===== src/rtl/xcore_gnrl_rr_grant.sv =====
// xcore_gnrl_rr_grant: round-robin grant generator driving the one-hot
// select vector of the signal/scl multiplexing arbiter. A winner is picked
// in IDLE by scanning the requests from the rotating priority pointer. It
// keeps the grant until it signals done, withdraws its request, or its hold
// time runs out. Priority then moves just past that owner, and the grant
// only returns after a one-cycle IDLE bubble.
module xcore_gnrl_rr_grant #(
  parameter  int SIG_NUM  = 4,
  parameter  int MAX_HOLD = 16,
  localparam int IDX_W    = $clog2(SIG_NUM)
) (
  input  logic               clk_i,
  input  logic               rst_i,
  input  logic [SIG_NUM-1:0] req_i,
  input  logic               done_i,
  output logic [SIG_NUM-1:0] scl_o,
  output logic               gnt_vld_o,
  output logic [IDX_W-1:0]   gnt_idx_o,
  output logic               tmo_o
);

  // Hold counter runs 0..MAX_HOLD-1. Keep at least one bit so that
  // MAX_HOLD=1 still elaborates cleanly.
  localparam int CNT_W = (MAX_HOLD > 1) ? $clog2(MAX_HOLD) : 1;

  typedef enum logic {
    IDLE = 1'b0,
    BUSY = 1'b1
  } state_e;

  state_e             state_q,    state_d;
  logic [IDX_W-1:0]   ptr_q,      ptr_d;
  logic [CNT_W-1:0]   hold_cnt_q, hold_cnt_d;
  logic [SIG_NUM-1:0] scl_q,      scl_d;
  logic               gnt_vld_q,  gnt_vld_d;
  logic [IDX_W-1:0]   gnt_idx_q,  gnt_idx_d;
  logic               tmo_q,      tmo_d;

  logic               win_found;
  logic [IDX_W-1:0]   win_idx;
  logic [IDX_W:0]     scan;
  logic               rel_normal;
  logic               rel_tmo;

  // Rotating priority scan: find the first request at ptr, ptr+1, ... mod SIG_NUM.
  always_comb begin
    // NOTE: every combinational output gets a default first, so no path leaves it unassigned and no latch is inferred.
    win_found = 1'b0;
    win_idx   = '0;
    scan      = '0;
    for (int i = 0; i < SIG_NUM; i++) begin
      // One extra bit makes room for the sum before the wrap. SIG_NUM need
      // not be a power of two, so the wrap subtracts SIG_NUM explicitly.
      scan = {1'b0, ptr_q} + (IDX_W+1)'(i);
      if (scan >= (IDX_W+1)'(SIG_NUM)) begin
        scan = scan - (IDX_W+1)'(SIG_NUM);
      end
      if (!win_found && req_i[scan[IDX_W-1:0]]) begin
        win_found = 1'b1;
        win_idx   = scan[IDX_W-1:0];
      end
    end
  end

  // Next-state logic: grant from IDLE, hold or release from BUSY.
  always_comb begin
    state_d    = state_q;
    ptr_d      = ptr_q;
    hold_cnt_d = hold_cnt_q;
    scl_d      = scl_q;
    gnt_vld_d  = gnt_vld_q;
    gnt_idx_d  = gnt_idx_q;
    tmo_d      = 1'b0;
    rel_normal = 1'b0;
    rel_tmo    = 1'b0;

    unique case (state_q)
      IDLE: begin
        // done_i is ignored here; only a non-empty request starts a grant.
        if (win_found) begin
          scl_d      = {{(SIG_NUM-1){1'b0}}, 1'b1} << win_idx;
          gnt_vld_d  = 1'b1;
          gnt_idx_d  = win_idx;
          hold_cnt_d = '0;
          state_d    = BUSY;
        end
      end
      BUSY: begin
        rel_normal = done_i || !req_i[gnt_idx_q];
        rel_tmo    = (hold_cnt_q == CNT_W'(MAX_HOLD - 1));
        if (rel_normal || rel_tmo) begin
          scl_d     = '0;
          gnt_vld_d = 1'b0;
          ptr_d     = (gnt_idx_q == IDX_W'(SIG_NUM - 1)) ? '0 : gnt_idx_q + 1'b1;
          // A timeout that coincides with a normal release is reported as normal.
          tmo_d     = rel_tmo && !rel_normal;
          state_d   = IDLE;
        end else begin
          hold_cnt_d = hold_cnt_q + 1'b1;
        end
      end
      default: state_d = IDLE;
    endcase
  end

  // State register with synchronous active-high reset.
  always_ff @(posedge clk_i) begin
    if (rst_i) begin
      state_q    <= IDLE;
      ptr_q      <= '0;
      hold_cnt_q <= '0;
      scl_q      <= '0;
      gnt_vld_q  <= 1'b0;
      gnt_idx_q  <= '0;
      tmo_q      <= 1'b0;
    end else begin
      // NOTE: sequential state uses non-blocking assignments so that every register samples pre-edge values.
      state_q    <= state_d;
      ptr_q      <= ptr_d;
      hold_cnt_q <= hold_cnt_d;
      scl_q      <= scl_d;
      gnt_vld_q  <= gnt_vld_d;
      gnt_idx_q  <= gnt_idx_d;
      tmo_q      <= tmo_d;
    end
  end

  assign scl_o     = scl_q;
  assign gnt_vld_o = gnt_vld_q;
  assign gnt_idx_o = gnt_idx_q;
  assign tmo_o     = tmo_q;

endmodule


===== config.mk =====
export PLATFORM = sky130hd
export DESIGN_NAME = xcore_gnrl_rr_grant
export DESIGN_NICKNAME = d
export VERILOG_FILES = /design/src/rtl/xcore_gnrl_rr_grant.sv
export SDC_FILE = /design/constraint.sdc
export NUM_CORES = 1
export LEC_CHECK = 0
export BUFFER_PORTS_ARGS = -buffer_cell sky130_fd_sc_hd__buf_2
export CORE_MARGIN = 2
export CORE_UTILIZATION = 51
export DETAILED_ROUTE_END_ITERATION = 10
export GPL_TIMING_DRIVEN = 0
export PLACE_DENSITY_LB_ADDON = 0.05
export RECOVER_POWER = 50
export REMOVE_ABC_BUFFERS = 1
export SYNTH_ARGS = -nofsm -noshare
export SYNTH_HDL_FRONTEND = slang
export SYNTH_SLANG_ARGS = --single-unit
export TNS_END_PERCENT = 100

===== constraint.sdc =====
create_clock -name clk_i -period 1.78 [get_ports clk_i]
set_input_delay 0.089 -clock clk_i [delete_from_list [all_inputs] [get_ports clk_i]]
set_output_delay 0.089 -clock clk_i [all_outputs]
set_load 0.05 [all_outputs]

==> results of run 1 <==
flip-flops by register name (all words and copies together), names as in the netlist:
name / count
state_q: 1
hold_cnt_q: 4
gnt_vld_o: 1
scl_o: 4
tmo_o: 1
ptr_q: 2
gnt_idx_o: 2
layout make-up:
class | count | share of cell area
clock buffer | 3 | 0.0266
clock inverter | 1 | 0.00591
inverter | 4 | 0.0177
multi-input combinational | 63 | 0.502
sequential | 15 | 0.355
tap | 15 | 0.0222
timing repair buffer | 14 | 0.0709
per-stage QoR:
stage / setup WS, ns / power, mW / std cells / utilization / instance area (um2)
after detailed placement: 0.215 / 0.563 / 111 / 0.623 / 831
after global routing: 0.0993 / 0.782 / 115 / 0.635 / 847
after global placement: 0.265 / 0.558 / 111 / 0.623 / 831
final: 0.202 / 0.741 / 115 / 0.635 / 847
after CTS: 0.200 / 0.757 / 115 / 0.644 / 858
after floorplan: 0.0512 / 0.515 / 82 / - / 742
power breakdown:
group / switching [mW] / leakage [nW] / internal, mW
logic: 0.119 / 0.191 / 0.0580
registers: 0.0186 / 0.123 / 0.355
clock network: 0.107 / 0.0177 / 0.0833
total: 0.244 / 0.332 / 0.497
cell usage after synthesis:
| cell | count |
|---|---|
| mux2i_1 | 6 |
| o21ai_0 | 1 |
| ha_1 | 2 |
| o2bb2ai_2 | 1 |
| dfxtp_1 | 15 |
| a211oi_2 | 1 |
| inv_1 | 4 |
| nand3b_1 | 1 |
| xor2_1 | 2 |
| nand3_1 | 3 |
| a21o_2 | 1 |
| and2_1 | 2 |
| o22ai_4 | 1 |
| and2_2 | 1 |
| a21boi_2 | 1 |
| nor2_1 | 11 |
| a32oi_1 | 1 |
| nor3_1 | 3 |
| a22oi_1 | 1 |
| a21oi_1 | 9 |
| nand2_1 | 5 |
| or2_2 | 1 |
| o22ai_1 | 1 |
| dlygate4sd1_1 | 1 |
| a221o_1 | 1 |
| nand2b_1 | 4 |
| a221o_2 | 1 |
| and3_1 | 1 |
| a21o_1 | 1 |
layer usage:
metal / wire length (um) / share of wire / vias up
met5: 0 / 0 / -
met4: 27 / 0.019 / 0
met3: 40 / 0.028 / 5
met2: 653 / 0.45 / 12
met1: 721 / 0.50 / 301
li1: - / - / 332
cell families after synthesis:
logic type,Yosys count,share of synthesized area
adders and majority gates,2,0.0333
DFF,15,0.400
xor gates and xnor gates,2,0.0233
and+or+nand+nor,32,0.207
buffers and inverters,5,0.0317
AOI/OAI and AO/OA,21,0.225
muxes,6,0.0800
worst reg2reg max path, delay by kind of cell (launching register included):
family	cells	cell delay [ns]
mux	2	0.55
flops	1	0.47
compound gates	2	0.40
simple gates	1	0.05
final timing paths:
path / start / to / slack (ns) / cells after the start
setup / recovery: gnt_idx_o[0] / ptr_q[1] / 0.20 / 5
hold / removal: rst_i / ptr_q[1] / 0.15 / 2
setup reg to reg: gnt_idx_o[0] / ptr_q[1] / 0.20 / 5
hold reg to reg: scl_o[0] / scl_o[0] / 0.46 / 2
==> impl_results.md, run 1 <==
- Number of synthesis warnings: 0
- Die footprint: between 1500 and 2000 um2
- Vias in the first global route: between 500 and 600
- Commonest cells after routing, fill and taps aside: 15 x dfxtp_1, 11 x nor2_1, 9 x a21oi_1
- M1 GR Usage: 0.241
- Via/cell ratio: ~5.7
- Worst skew pair latency: 0.28 ns
- Layout fillers: about 130
- Initial Utilization: 0.563
- GRT met3 Usage: 0.0388
- Register area share after synthesis: 0.400
- Clk slew on worst S/H paths: 0.09 ns
- F_max: roughly 630 MHz
- Most common cell after layout, fill and taps aside: dfxtp_1
- Post-CTS setup repair buffer count: 0
- Crit-path cells: mux2i_1, o22ai_4, a21boi_2, mux2i_1, nor2_1
- CP max FO: 7
- Syn Area/Cell: 9.04 um2
- Die X: ~42 um
- Top cells by area, synth: dfxtp_1 40%, mux2i_1 8.0%, a21oi_1 6.0%
- RSZ-0062 raised after global routing: no
- Setup_tns: 0 ns
- Gr ovfl total: 0
- PwrDens: roughly 870 nW/um2
- CTS tree: built
- Global route hottest layer: met2
- DRC Markers: 0
- Drt initial violations: 17
- Max-Cap Viols: 0
- Top cell by count, worst path: mux2i_1
- Die height: 42.4 um
- Root buf cell: clkbuf_4
- Initial antenna violation count: 0
- Status: complete, no violations
- Drt total wl: 1440 um
- CP Launch Type: flip-flop
- CP max stage cell: dfxtp_1
- Num rows: 13
- Area of the mapped netlist: between 700 and 800 um2
- # hold bufs at CTS: 0
- Slew HR: 0.595
- Routed length per instance: roughly 13 um
- # diodes: 0
- Count of final max-slew check failures: 0
- Sequential cell area: around 300 um2
- # IOs: 15
- Hold slack final: about 0.15 ns
- Final Skew: 0.00315 ns
- Crit share post-route: 0.887
- Crit Path Category: flip-flop to flip-flop
- Number of gates resized after CTS: 0
- Number of routed nets with antenna violations: 0
- Synthesis-to-finish area growth: 12.8%
- Dpl hpwl: 1080 um
- Worst min path class: primary input to flip-flop
- Total core area: about 1300 um2
- H-tree depth: 1
- Buffer levels on the longest clock path: 2
- Port Buf Inserts: 14
- Worst Path Arrival: between 1.5 and 2 ns
- Gr usage total: 0.178
- Routability cong.: 0.803
- Nets: between 100 and 150
- GR Layer Usage met2: 0.271
- Multi-input gate area: between 400 and 500 um2
- Endpoints failing setup: 0
- P_leak: about 0.33 nW
- Buf+Inv Stages, Crit Path: 0
- Synth Register Bits: 15
- CP top delay family: multiplexers
- Largest net degree at the start of global routing: 17
- Synth Instances: 83
- Worst vdd ir: between 500 and 600 uV
- Crit path required time: 1.95 ns
- Global-route wire length before repair: approximately 2400 um
- Crit path largest cell delay: 0.47 ns
- Via count: between 600 and 700
- Endpoints failing hold: 0
- TritonCTS Buffers: 3
- CP Capture Type: flip-flop
- Share of layout cells above drive strength 1: 0.170
- Distinct cell type count after synthesis: 29
- Minimum clock period: 1.58 ns
- Cell taking the most area after synthesis: dfxtp_1
- Synth top area share: 0.400
- Drt first pass iters: 4
- Slew @ Worst Pin: a little over 0.6 ns
- Clock sinks: 15
Power figures use the tool's default switching activity.
==> run 2: changes to the inputs <==
- clock period: 1.78 -> 1.6 ns (I/O delays scaled with it)
==> impl_results.md, run 2 (same netlist as run 1, synthesis figures left out) <==
- Status: complete, no violations
- Largest net degree at the start of global routing: 17
- Reg-to-reg endpoint: hold_cnt_q[1]
- Crit-path cells: or2_2, o22ai_4, and2_1, mux2i_1, nor2_1
- Drt initial violations: 21
- Crit share post-route: 0.926
- Via count: roughly 660
- Vias in the first global route: around 580
- CTS tree: built
- Share of layout cells above drive strength 1: 0.200
- # IOs: 15
- Worst R2R Setup Slack: 0.12 ns
- Hold endpoint: ptr_q[1]
- Slew HR: 0.588
- Worst skew pair latency: ~0.28 ns
- H-tree depth: 1
- Clock sinks: 15
- Die X: approximately 42 um
- Final Skew: between 0.001 and 0.0015 ns
- Crit Path Category: flip-flop to flip-flop
- Total core area: 1330 um2
- Drt total wl: 1440 um
- Minimum clock period: 1.48 ns
- Die footprint: approximately 1800 um2
- Uppermost layer routed: met4
- Power Total: between 0.8 and 0.9 mW
- Gr ovfl total: 0
- Root buf cell: clkbuf_4
- Dpl hpwl: roughly 1100 um
- RSZ-0062 raised after global routing: no
- Via/cell ratio: 5.70
- PwrDens: 967 nW/um2
- Max-Cap Viols: 0
- # diodes: 0
- Buffer levels on the longest clock path: 2
- Reg-to-Reg Start: gnt_idx_o[1]
- Worst reg2reg path depth: 5
- Nets: 110
- Most common cell after layout, fill and taps aside: dfxtp_1
- Hold path depth: 2
- Routability cong.: 0.803
- Min-delay src: rst_i
- Synthesis-to-finish area growth: 13.7%
- Port Buf Inserts: 14
- Worst min path class: primary input to flip-flop
- Global-route wire length before repair: 2430 um
- Count of final max-slew check failures: 0
- CP max FO: 7
- Clk slew on worst S/H paths: 0.09 ns
- DRC Markers: 0
- Initial antenna violation count: 0
- CP max stage cell: dfxtp_1
- Die height: 42.4 um
- Slew @ Worst Pin: a little over 0.6 ns
- DR WL met2: 657 um
- Worst Path Arrival: between 1.5 and 2 ns
- Initial Utilization: 0.563
- Endpoints failing hold: 0
- Crit path required time: about 1.8 ns
- Placed cell count: 111
- Drt first pass iters: 4
- Hold slack final: 0.147 ns
- P_leak: roughly 0.33 nW
- F_max: a little under 700 MHz
- Commonest cells after routing, fill and taps aside: 14 x dfxtp_1, 11 x nor2_1, 9 x a21oi_1
- TritonCTS Buffers: 3
- Layout Cells excl Fill: about 120
- Worst vdd ir: between 500 and 600 uV
- Num rows: 13
- Layout fillers: about 130
- Wl on met1: around 700 um
- Number of routed nets with antenna violations: 0
- Gr usage total: 0.178
- CP Capture Type: flip-flop
- CP Launch Type: flip-flop
- Crit path largest cell delay: about 0.35 ns
- Endpoints failing setup: 0
- Final core utilization: 0.640
- Routed length per instance: 12.5 um
- Met3 WL: around 65 um
==> run 2: cell counts in the layout (fill, tap and decap cells not counted) <==
No cell type changed its count.
==> run 2: worst max-delay path by stage <==
stage | from | to | slack, ns
floorplan | gnt_idx_o[0] | ptr_q[0] | -0.13
global placement | gnt_idx_o[0] | ptr_q[0] | 0.09
detailed placement | gnt_idx_o[0] | ptr_q[0] | 0.03
CTS | gnt_idx_o[0] | ptr_q[1] | 0.02
global route | gnt_idx_o[0] | ptr_q[0] | 0.02
finish | gnt_idx_o[1] | hold_cnt_q[1] | 0.12
==> run 2: cell type report <==
class | count | area, um2 | share of cell area
Clock buffer | 3 | 22.5 | 0.0264
Multi-Input combinational cell | 63 | 430 | 0.504
Sequential cell | 15 | 302 | 0.353
Inverter | 4 | 15.0 | 0.0176
Tap cell | 15 | 18.8 | 0.0220
Clock inverter | 1 | 5.00 | 0.00587
Timing Repair Buffer | 14 | 60.1 | 0.0704
==> run 2: what timing repair did <==
| item | CTS | global route |
|---|---|---|
| hold buffers | 0 | 0 |
| setup buffers | 0 | 0 |
| gates resized for setup | 0 | 2 |
| endpoints found under the setup margin | 0 | 2 |
==> run 2: metrics by stage <==
step,setup WS (ns),setup TNS [ns],instance area [um2]
final,0.118,0,853
after global routing,0.0162,0,853
after CTS,0.0195,0,858
after detailed placement,0.0346,0,831
after global placement,0.0853,0,831
after floorplan,-0.129,-0.482,742
==> run 2: routing by layer <==
layer / vias to the layer above / GRT usage
met5: - / 0
met4: 0 / 0.0750
met3: 5 / 0.0388
met2: 17 / 0.271
met1: 302 / 0.241
li1: 331 / -
==> run 2: where the power goes <==
| group | total, mW | switching (mW) | leakage [nW] | internal [mW] |
|---|---|---|---|---|
| sequential | 0.417 | 0.0210 | 0.123 | 0.396 |
| clock | 0.209 | 0.117 | 0.0177 | 0.0926 |
| combinational | 0.199 | 0.132 | 0.194 | 0.0666 |
==> run 2: worst max-delay path, delay by kind of cell, from the launching register on <==
kind	cells	cell delay, ns
AO/OA/AOI/OAI	1	0.24
flip-flops	1	0.35
AND/OR/NAND/NOR	3	0.59
multiplexers	1	0.19
